[src/rtl/serialize_rr_arbiter.sv]
// Round-robin arbiter that shares one wide-word to narrow-chunk serializer between NUM_IN producers.
// Optional macro SERIALIZE_RR_ARBITER_BACK2BACK_EN removes the idle bubble between consecutive words.
module serialize_rr_arbiter #(
    parameter int NUM_IN = 4,
    parameter int DIN_W  = 32,
    parameter int DOUT_W = 8,
    parameter int ID_W   = $clog2(NUM_IN)
) (
    input  logic                    clk,
    input  logic                    rst,
    input  logic [NUM_IN-1:0]       din_valid,
    input  logic [NUM_IN*DIN_W-1:0] din_data,
    output logic [NUM_IN-1:0]       din_ready,
    output logic                    dout_valid,
    output logic [ID_W+DOUT_W:0]    dout_data,
    input  logic                    dout_ready
);

    localparam int RATIO = DIN_W / DOUT_W;
    localparam int CNT_W = (RATIO > 1) ? $clog2(RATIO) : 1;

    generate
        if (NUM_IN < 2) begin : g_bad_num_in
            $error("serialize_rr_arbiter: NUM_IN must be at least 2");
        end
        if ((DIN_W % DOUT_W) != 0 || RATIO < 2) begin : g_bad_ratio
            $error("serialize_rr_arbiter: DIN_W must be a multiple of DOUT_W with ratio >= 2");
        end
    endgenerate

    typedef enum logic {
        IDLE = 1'b0,
        SEND = 1'b1
    } state_t;

    state_t           state;
    logic [ID_W-1:0]  grant;
    logic [ID_W-1:0]  rr_ptr;
    logic [CNT_W-1:0] count;

    logic [DIN_W-1:0]  word;
    logic [DOUT_W-1:0] chunk;
    logic              is_last;
    logic              beat_done;
    logic              word_done;
    logic [ID_W:0]     idle_pick;

    // Returns {found, index} of the first request after ptr, wrapping; lowest offset wins.
    function automatic logic [ID_W:0] rr_pick(input logic [NUM_IN-1:0] req,
                                               input logic [ID_W-1:0]   ptr);
        logic [ID_W:0] result;
        int            idx;
        result = '0;
        for (int k = NUM_IN; k >= 1; k--) begin
            idx = (int'(ptr) + k) % NUM_IN;
            if (req[idx]) begin
                result = {1'b1, ID_W'(idx)};
            end
        end
        return result;
    endfunction

    assign word      = din_data[int'(grant)*DIN_W +: DIN_W];
    assign chunk     = word[int'(count)*DOUT_W +: DOUT_W];
    assign is_last   = (count == CNT_W'(RATIO - 1));
    assign idle_pick = rr_pick(din_valid, rr_ptr);

    // Output path depends only on registered state and the granted producer, never on dout_ready.
    assign dout_valid = (state == SEND) && din_valid[grant];
    assign dout_data  = (state == SEND) ? {is_last, grant, chunk} : '0;
    assign beat_done  = dout_valid && dout_ready;
    assign word_done  = beat_done && is_last;

    // NOTE: every combinational output gets a default first so no latch is inferred.
    always_comb begin
        din_ready = '0;
        if (word_done) begin
            din_ready[grant] = 1'b1;
        end
    end

`ifdef SERIALIZE_RR_ARBITER_BACK2BACK_EN
    logic [ID_W:0]     next_pick;
    logic [NUM_IN-1:0] other_req;

    // The holder's valid belongs to the word being consumed right now, so it cannot win again.
    always_comb begin
        other_req        = din_valid;
        other_req[grant] = 1'b0;
    end

    assign next_pick = rr_pick(other_req, grant);
`endif

    // NOTE: state registers use non-blocking assignments so all updates land together at the edge.
    always_ff @(posedge clk or negedge rst) begin
        if (!rst) begin
            state  <= IDLE;
            grant  <= '0;
            rr_ptr <= ID_W'(NUM_IN - 1);
            count  <= '0;
        end else begin
            case (state)
                IDLE: begin
                    if (idle_pick[ID_W]) begin
                        grant <= idle_pick[ID_W-1:0];
                        count <= '0;
                        state <= SEND;
                    end
                end
                SEND: begin
                    if (beat_done) begin
                        if (!is_last) begin
                            count <= count + 1'b1;
                        end else begin
                            rr_ptr <= grant;
                            count  <= '0;
`ifdef SERIALIZE_RR_ARBITER_BACK2BACK_EN
                            if (next_pick[ID_W]) begin
                                grant <= next_pick[ID_W-1:0];
                            end else begin
                                state <= IDLE;
                            end
`else
                            state <= IDLE;
`endif
                        end
                    end
                end
                default: state <= IDLE;
            endcase
        end
    end

endmodule

[config.mk]
export PLATFORM = sky130hd
export DESIGN_NAME = serialize_rr_arbiter
export DESIGN_NICKNAME = d
export VERILOG_FILES = /design/src/rtl/serialize_rr_arbiter.sv
export SDC_FILE = /design/constraint.sdc
export NUM_CORES = 1
export LEC_CHECK = 0
export ABC_AREA = 0
export ABC_CLOCK_PERIOD_IN_PS = 5600
export BUFFER_PORTS_ARGS = -buffer_cell sky130_fd_sc_hd__buf_2
export CAP_MARGIN = 20
export CORE_MARGIN = 4
export CORE_UTILIZATION = 39
export DETAILED_ROUTE_END_ITERATION = 12
export GPL_TIMING_DRIVEN = 0
export PLACE_DENSITY = 0.87
export SYNTH_ARGS = -nofsm -noshare
export SYNTH_HDL_FRONTEND = slang
export SYNTH_SLANG_ARGS = --single-unit
[constraint.sdc]
create_clock -name clk -period 5.6 [get_ports clk]
set_input_delay 1.68 -clock clk [delete_from_list [all_inputs] [get_ports clk]]
set_output_delay 1.68 -clock clk [all_outputs]
set_load 0.05 [all_outputs]
==> results of run 1 <==
area by class of cell:
class / instances / area (um^2) / share of cell area, %
Sequential cell: 7 / 178 / 7.52
Tap cell: 48 / 60.1 / 2.54
Multi-Input combinational cell: 107 / 1220 / 51.9
Buffer: 12 / 85.1 / 3.60
Timing Repair Buffer: 150 / 751 / 31.8
Inverter: 5 / 18.8 / 0.794
Clock buffer: 4 / 45.0 / 1.91
layer usage:
metal / track usage (%) / routed length [um] / share of wire [%] / up-vias
met3: 3.45 / 535 / 8.6 / 10
met5: 0 / 0 / 0 / -
li1: - / - / - / 862
met4: 9.15 / 117 / 1.9 / 0
met1: 28.3 / 2200 / 35 / 888
met2: 45.5 / 3380 / 54 / 124
per-stage QoR:
step / area [um^2] / hold WS [ns]
after CTS: 2360 / 0.534
after detailed placement: 2320 / 0.525
final: 2360 / 0.532
after global routing: 2360 / 0.557
after floorplan: 1510 / 0.486
after global placement: 2320 / 0.508
sequential cells by signal (all words and copies together) (netlist names):
name and cells:
grant 2, rr_ptr 2, count 2, state 1
worst min-delay path, cell delays in order (launching register included):
cell and delay [ns]:
dfstp_2 0.36, inv_1 0.09, mux2i_1 0.08
report_power, final:
part           internal, uW  switching (uW)
logic                   456             687
clock network          49.5            24.5
registers              80.9            27.2
total                   586             739
logic make-up after synthesis:
| group | count (synthesis) | share of synthesized area [%] |
|---|---|---|
| multiplexers | 46 | 55.6 |
| AND/OR/NAND/NOR | 38 | 14.2 |
| AO/OA/AOI/OAI | 22 | 10.6 |
| buffers and inverters | 17 | 6.89 |
| flip-flops | 7 | 11.8 |
| adder cells (fa/ha/maj) | 1 | 0.830 |
Yosys cell counts (2+ instances only):
| cell | n |
|---|---|
| buf_2 | 3 |
| mux2i_1 | 14 |
| dfstp_2 | 2 |
| a32oi_1 | 2 |
| buf_4 | 2 |
| buf_6 | 3 |
| nand4_1 | 2 |
| dfrtp_1 | 5 |
| mux4_2 | 30 |
| o21ai_0 | 2 |
| nand2_1 | 6 |
| nor3_1 | 4 |
| nor2_1 | 6 |
| nand3b_1 | 3 |
| mux2_1 | 2 |
| and2_1 | 2 |
| inv_1 | 4 |
| a31oi_1 | 3 |
| o22ai_1 | 3 |
| a22oi_1 | 4 |
| nand3_1 | 6 |
| o211ai_1 | 4 |
| nand2b_1 | 3 |
worst max-delay path by stage:
stage / from / end / slack, ns / depth (start not counted)
floorplan: din_valid[1] / din_ready[0] / 0.59 / 4
detailed placement: din_valid[3] / din_ready[0] / 1.04 / 6
global placement: din_valid[3] / din_ready[0] / 1.07 / 6
CTS: din_valid[3] / din_ready[0] / 1.04 / 6
global route: din_valid[3] / din_ready[0] / 0.99 / 6
finish: din_valid[3] / din_ready[0] / 1.04 / 6
layout by cell type (no fill, tap or decap), types with 3 or more instances in the layout:
master / n
nand2b_1: 3
clkbuf_8: 3
dfrtp_1: 5
a22oi_1: 4
buf_6: 3
inv_1: 4
o211ai_1: 4
nor3_1: 4
nand3b_1: 3
mux2i_1: 14
nand2_1: 6
mux4_2: 30
nor2_1: 6
nand3_1: 6
o22ai_1: 3
a31oi_1: 3
buf_2: 153
==> run summary, run 1 <==
========================================================================================================
Critical Path Slowest Stage Cell                                                                  mux4_2
Setup repair after global routing missed its margin                                                   no
Period Utilization, post-route                                                                     81.4%
Number of buffers created by CTS                                                                       3
Number of flops mapped to enable cells by yosys                                                        0
Total number of nets in the final design                                                             422
Number of vias in the routed layout                                                                 1884
Max incr delay on CP                                                                             0.47 ns
Number of cells produced by synthesis                                                                131
Maximum clock path buffer count                                                                        2
GR Util All Layers                                                                                 24.6%
DRC violations left                                                                                    0
Arrival time at the worst endpoint                                                               2.88 ns
Final antenna-violating net count                                                                      0
Number of buffers added on ports                                                                     150
Final hold vios                                                                                        0
Sinks on Clock Net                                                                                     7
Slew Viols, Final                                                                                      0
Syn avg cell area                                                                              11.5 um^2
Setup Total Neg Slack                                                                               0 ns
Power density cells                                                                          561 nW/um^2
Detailed-route wire length per cell                                                              18.7 um
Placer Congestion                                                                                  0.844
Layout Utilization                                                                                 64.0%
Initial antenna violation count                                                                        0
Clock tree from TritonCTS                                                                            yes
Overflow after GRT                                                                                     0
Flops & latches, synth                                                                                 7
Horizontal die dimension                                                                         70.2 um
Depth of the most critical reg-to-reg path                                                             4
Critical Path End Type                                                                       output port
Min Tclk post-route                                                                              4.56 ns
Core Footprint                                                                                 3690 um^2
Sort of element at the start of the critical path                                              input pin
FP Rows                                                                                               22
Hold path endpoint                                                                             rr_ptr[0]
Slew at the pin closest to its max-slew limit                                                   0.583 ns
Via count of the first global-routing pass                                                          2048
Pre-Repair DR Iteration Count                                                                          4
Worst path top cell family by delay                                                         multiplexers
Cell occurring most often along the worst timing path                                              buf_2
Post-Route WL                                                                                    6.23 mm
Leakage                                                                                       0.00119 uW
Netlist area before placement                                                                  1510 um^2
Maximum Capacitance Violations                                                                         0
Pin count of the biggest net entering global routing                                                  11
Number of buffers inserted by post-CTS setup repair                                                    0
Most used flip-flop cell after synthesis                                                         dfrtp_1
Data required time at the worst endpoint                                                         3.92 ns
Chip Height                                                                                      70.2 um
Startpoint of the most critical hold path                                                      rr_ptr[0]
Synth warnings                                                                                         0
CP Max Fanout                                                                                          7
Reg-to-Reg End                                                                                  count[1]
Slew HR                                                                                            61.1%
Final Skew                                                                                   0.000567 ns
Vias per inst                                                                                       5.66
FMAX                                                                                           0.219 GHz
Highest ir drop seen on vdd                                                                     0.431 mV
Worst slack after detailed placement                                                             1.04 ns
Kind of critical path                                                                          in -> out
Post-synthesis async set-or-reset flop share                                                        100%
CTS HTree Levels                                                                                       1
Fraction of layout cells with a size suffix above 1                                                69.1%
# setup viols final                                                                                    0
R2R Setup Slk                                                                                    3.93 ns
Number of library cell types mapped by synthesis                                                      39
Area growth, synth to finish                                                                       56.8%
Initial core utilization                                                                           40.8%
Final setup slack of the worst path                                                              1.04 ns
Reg2Reg Launch Point                                                                            grant[0]
Cell Chain, Critical Path                                                                   buf_2 -> mux4_2 -> and2_4 -> nand3_4 -> nor3_1 -> buf_2
Number of cells in the finished layout apart from fillers                                            333
Wire length of the first global-routing pass                                                     9.56 mm
Post-Place Cells                                                                                     329
Number of filler cells placed in the layout                                                          323
Detail Placement HPWL                                                                            5.35 mm
Ports                                                                                                151
Total power after layout                                                                         1330 uW
CTS root buf                                                                                    clkbuf_8
Run status                                                                                  finished clean
Biggest area consumer among synthesized cells                                                     mux4_2
CTS hold repair buffers                                                                                0
Hold/Removal Path Class                                                                       reg -> reg
Worst hold path stage count                                                                            2
Diode insertion count for antenna repair                                                               0
Buffer and inverter count on the worst path                                                            2
Synthesized Nets                                                                                     267
Post-synth top area share                                                                          44.9%
Sequential fraction of the synthesis area                                                          11.8%
Die outline area                                                                               4920 um^2
Synth area leaders                                                                          mux4_2 45%, mux2i_1 9.3%, dfrtp_1 8.3%
Drt first-iter violations                                                                            133
Post_cts resized                                                                                       0
Worst-skew pair later-pin latency                                                                0.23 ns
Post-CTS clock slew at the launch and capture registers of the worst setup and hold paths        0.04 ns
========================================================================================================
(Power assumes the default switching activity.)
==> run 2, diff against run 1 <==
==> config.mk (replaced) <==
export PLATFORM = sky130hd
export DESIGN_NAME = serialize_rr_arbiter
export DESIGN_NICKNAME = d
export VERILOG_FILES = /design/src/rtl/serialize_rr_arbiter.sv
export SDC_FILE = /design/constraint.sdc
export NUM_CORES = 1
export LEC_CHECK = 0
export ABC_AREA = 1
export ABC_CLOCK_PERIOD_IN_PS = 4019
export BUFFER_PORTS_ARGS = -buffer_cell sky130_fd_sc_hd__buf_2
export CAP_MARGIN = 20
export CORE_MARGIN = 4
export CORE_UTILIZATION = 36
export DETAILED_ROUTE_END_ITERATION = 12
export GPL_TIMING_DRIVEN = 0
export PLACE_DENSITY = 0.79
export SYNTH_ARGS = -nofsm -noshare
export SYNTH_HDL_FRONTEND = slang
export SYNTH_SLANG_ARGS = --single-unit
==> constraint.sdc (replaced) <==
create_clock -name clk -period 4.02 [get_ports clk]
set_input_delay 1.206 -clock clk [delete_from_list [all_inputs] [get_ports clk]]
set_output_delay 1.206 -clock clk [all_outputs]
set_load 0.05 [all_outputs]
==> run summary, run 2 <==
========================================================================================================
Slew HR                                                                                            64.4%   +3.3 points
Cell occurring most often along the worst timing path                                              buf_2
Number of buffers inserted by post-CTS setup repair                                                    0   unchanged
Clock tree from TritonCTS                                                                            yes
Portion of netlist area occupied by mux cells                                                         0%   -56 points
Initial antenna violation count                                                                        0   unchanged
Critical Path Slowest Stage Cell                                                                   buf_2
Xor/xnor cell area share of the yosys netlist                                                         0%   unchanged
Area of combinational cells with multiple inputs                                               1290 um^2   +5.3%
Kind of critical path                                                                          in -> out
Sequential fraction of the synthesis area                                                          9.87%   -1.9 points
Compound-Gate Fraction of Synth Area                                                               16.3%   +5.6 points
Horizontal die dimension                                                                         78.7 um   +12%
Placer Congestion                                                                                  0.897   +6.2%
Wire length of the first global-routing pass                                                     11.9 mm   +25%
Most common library cell in the layout ignoring fill and taps                                      buf_2
GR Util All Layers                                                                                 23.9%   -0.70 points
Pre-Repair DR Iteration Count                                                                          4   unchanged
Pin count of the biggest net entering global routing                                                  11   unchanged
Synth warnings                                                                                         0   unchanged
Hold/Removal Path Class                                                                       reg -> reg
CTS HTree Levels                                                                                       1   unchanged
CTS hold repair buffers                                                                                0   unchanged
Final antenna-violating net count                                                                      0   unchanged
FP Rows                                                                                               25   +14%
Die outline area                                                                               6190 um^2   +26%
FF+latch area                                                                                   178 um^2   unchanged
Drt first-iter violations                                                                            182   +37%
Post-synth top area share                                                                          22.1%   -23 points
Final hold vios                                                                                        0   unchanged
Number of flops mapped to enable cells by yosys                                                        0   unchanged
Run status                                                                                  finished clean
Chip Height                                                                                      78.7 um   +12%
Cell Chain, Critical Path                                                                   buf_2 -> a22oi_1 -> nand2_2 -> nand4_4 -> nor3_2 -> buf_2
Critical Path End Type                                                                       output port
Post-synthesis async set-or-reset flop share                                                        100%   unchanged
FMAX                                                                                           0.297 GHz
Number of buffers added on ports                                                                     150   unchanged
# setup viols final                                                                                    0   unchanged
Combinational family with the most area after synthesis                                     simple AND/OR/NAND/NOR gates
Syn avg cell area                                                                              5.40 um^2   -53%
Number of library cell types mapped by synthesis                                                      30   -23%
Number of cells produced by synthesis                                                                333   +150%
Overflow after GRT                                                                                     0   unchanged
Min Tclk post-route                                                                              3.37 ns
Top flop regs                                                                               count (2), grant (2), rr_ptr (2)
Biggest area consumer among synthesized cells                                                    nand2_1
Worst-skew pair later-pin latency                                                                0.23 ns   about the same
Setup Total Neg Slack                                                                               0 ns   unchanged
Post_cts resized                                                                                       0   unchanged
Beginning of the critical path                                                              din_valid[0]
Worst hold-check slack                                                                          0.518 ns   -0.0145 ns
Number of buffers created by CTS                                                                       3   unchanged
Area growth, synth to finish                                                                       48.9%
Number of filler cells placed in the layout                                                          512   +59%
Most frequently used cell type in the post-synthesis netlist                                     nand2_1
Slew at the pin closest to its max-slew limit                                                   0.534 ns   -0.0492 ns
CTS root buf                                                                                    clkbuf_8
Number of vias in the routed layout                                                                 2752   +46%
Startpoint of the most critical hold path                                                      rr_ptr[1]
Total number of nets in the final design                                                             624   +48%
Vias per inst                                                                                       4.97   -12%
Post-synthesis share of cell area spent on full adders, half adders and majority gates            0.695%   -0.14 points
Slew Viols, Final                                                                                      0   unchanged
Sinks on Clock Net                                                                                     7   unchanged
Detail Placement HPWL                                                                            6.58 mm   +23%
Final Skew                                                                                    0.00210 ns   +0.00153 ns
Commonest cells after routing, fill and taps aside                                          156 x buf_2, 106 x nand2_1, 42 x inv_1
Diode insertion count for antenna repair                                                               0   unchanged
Maximum clock path buffer count                                                                        2   unchanged
Most used flip-flop cell after synthesis                                                         dfrtp_1
Highest ir drop seen on vdd                                                                     0.394 mV   -8.6%
Post-Route WL                                                                                    7.94 mm   +28%
CP Max Fanout                                                                                          7   unchanged
Flops & latches, synth                                                                                 7   unchanged
Setup repair after global routing missed its margin                                                   no
Maximum Capacitance Violations                                                                         0   unchanged
Reg2Reg Launch Point                                                                           rr_ptr[0]
Sort of element at the start of the critical path                                              input pin
Synthesized Nets                                                                                     469   +76%
Synth area leaders                                                                          nand2_1 22%, nand3_1 11%, a21oi_1 9.5%
Period Utilization, post-route                                                                     83.8%
Ports                                                                                                151   unchanged
Power density cells                                                                          779 nW/um^2   +39%
DRC violations left                                                                                    0   unchanged
Max incr delay on CP                                                                             0.29 ns   -0.18 ns
Layout Utilization                                                                                 56.0%   -8.1 points
Total power after layout                                                                         2090 uW   +57%
Initial core utilization                                                                           37.6%   -3.2 points
Simple logic cell fraction of the synthesized area                                                 54.7%   +41 points
Netlist area before placement                                                                  1800 um^2   +19%
Leakage                                                                                       0.00158 uW   +33%
Arrival time at the worst endpoint                                                               2.16 ns   -0.72 ns
Core Footprint                                                                                 4790 um^2   +30%
Fraction of layout cells with a size suffix above 1                                                38.8%   -30 points
Detailed-route wire length per cell                                                              14.3 um   -23%
Data required time at the worst endpoint                                                         2.81 ns   -1.11 ns
Post-synth top cells                                                                        106 x nand2_1, 42 x inv_1, 40 x nand3_1
Via count of the first global-routing pass                                                          2471   +21%
Post-CTS clock slew at the launch and capture registers of the worst setup and hold paths        0.04 ns   about the same
========================================================================================================
[run 2: layout make-up]
cell class	count	area share, %
Buffer	21	5.60
Clock buffer	4	1.68
Inverter	47	6.77
Multi-Input combinational cell	258	48.2
Sequential cell	7	6.63
Tap cell	67	3.13
Timing Repair Buffer	150	28.0
[run 2: per-stage QoR]
stage / cells / setup WS, ns / area [um^2]
finish: 554 / 0.652 / 2680
global route: 554 / 0.562 / 2680
CTS: 554 / 0.640 / 2680
detailed placement: 550 / 0.648 / 2630
global placement: 550 / 0.667 / 2630
floorplan: 333 / 0.527 / 1800
[run 2: worst paths after layout]
kind / end / cells after the start / slack, ns
max: din_ready[1] / 6 / 0.65
min in group asynchronous: count[1] / 1 / 0.81
max reg2reg: grant[0] / 11 / 2.42
min: rr_ptr[1] / 2 / 0.52
min reg2reg: rr_ptr[1] / 2 / 0.52
max in group asynchronous: rr_ptr[1] / 1 / 2.97
[run 2: critical path: cells and delay by family]
kind / cells / cell delay [ns]
AO/OA/AOI/OAI: 1 / 0.11
buffers and inverters: 2 / 0.40
AND/OR/NAND/NOR: 3 / 0.44
[run 2: routing by layer]
metal	wire length, um	track usage [%]
met1	3160	29.1
met2	3900	43.1
met3	729	3.51
met4	149	6.82
met5	0	0
[run 2: power breakdown]
| part | internal [uW] | leakage, uW | switching [uW] |
|---|---|---|---|
| Sequential | 108 | 0.0000789 | 25.0 |
| Combinational | 587 | 0.00148 | 1260 |
| Clock | 68.8 | 0.0000228 | 32.7 |
[run 2: cell families after synthesis]
logic type                 after synthesis
AOI/OAI and AO/OA                       50
and+or+nand+nor                        207
buffers and inverters                   68
DFF                                      7
adders and majority gates                1
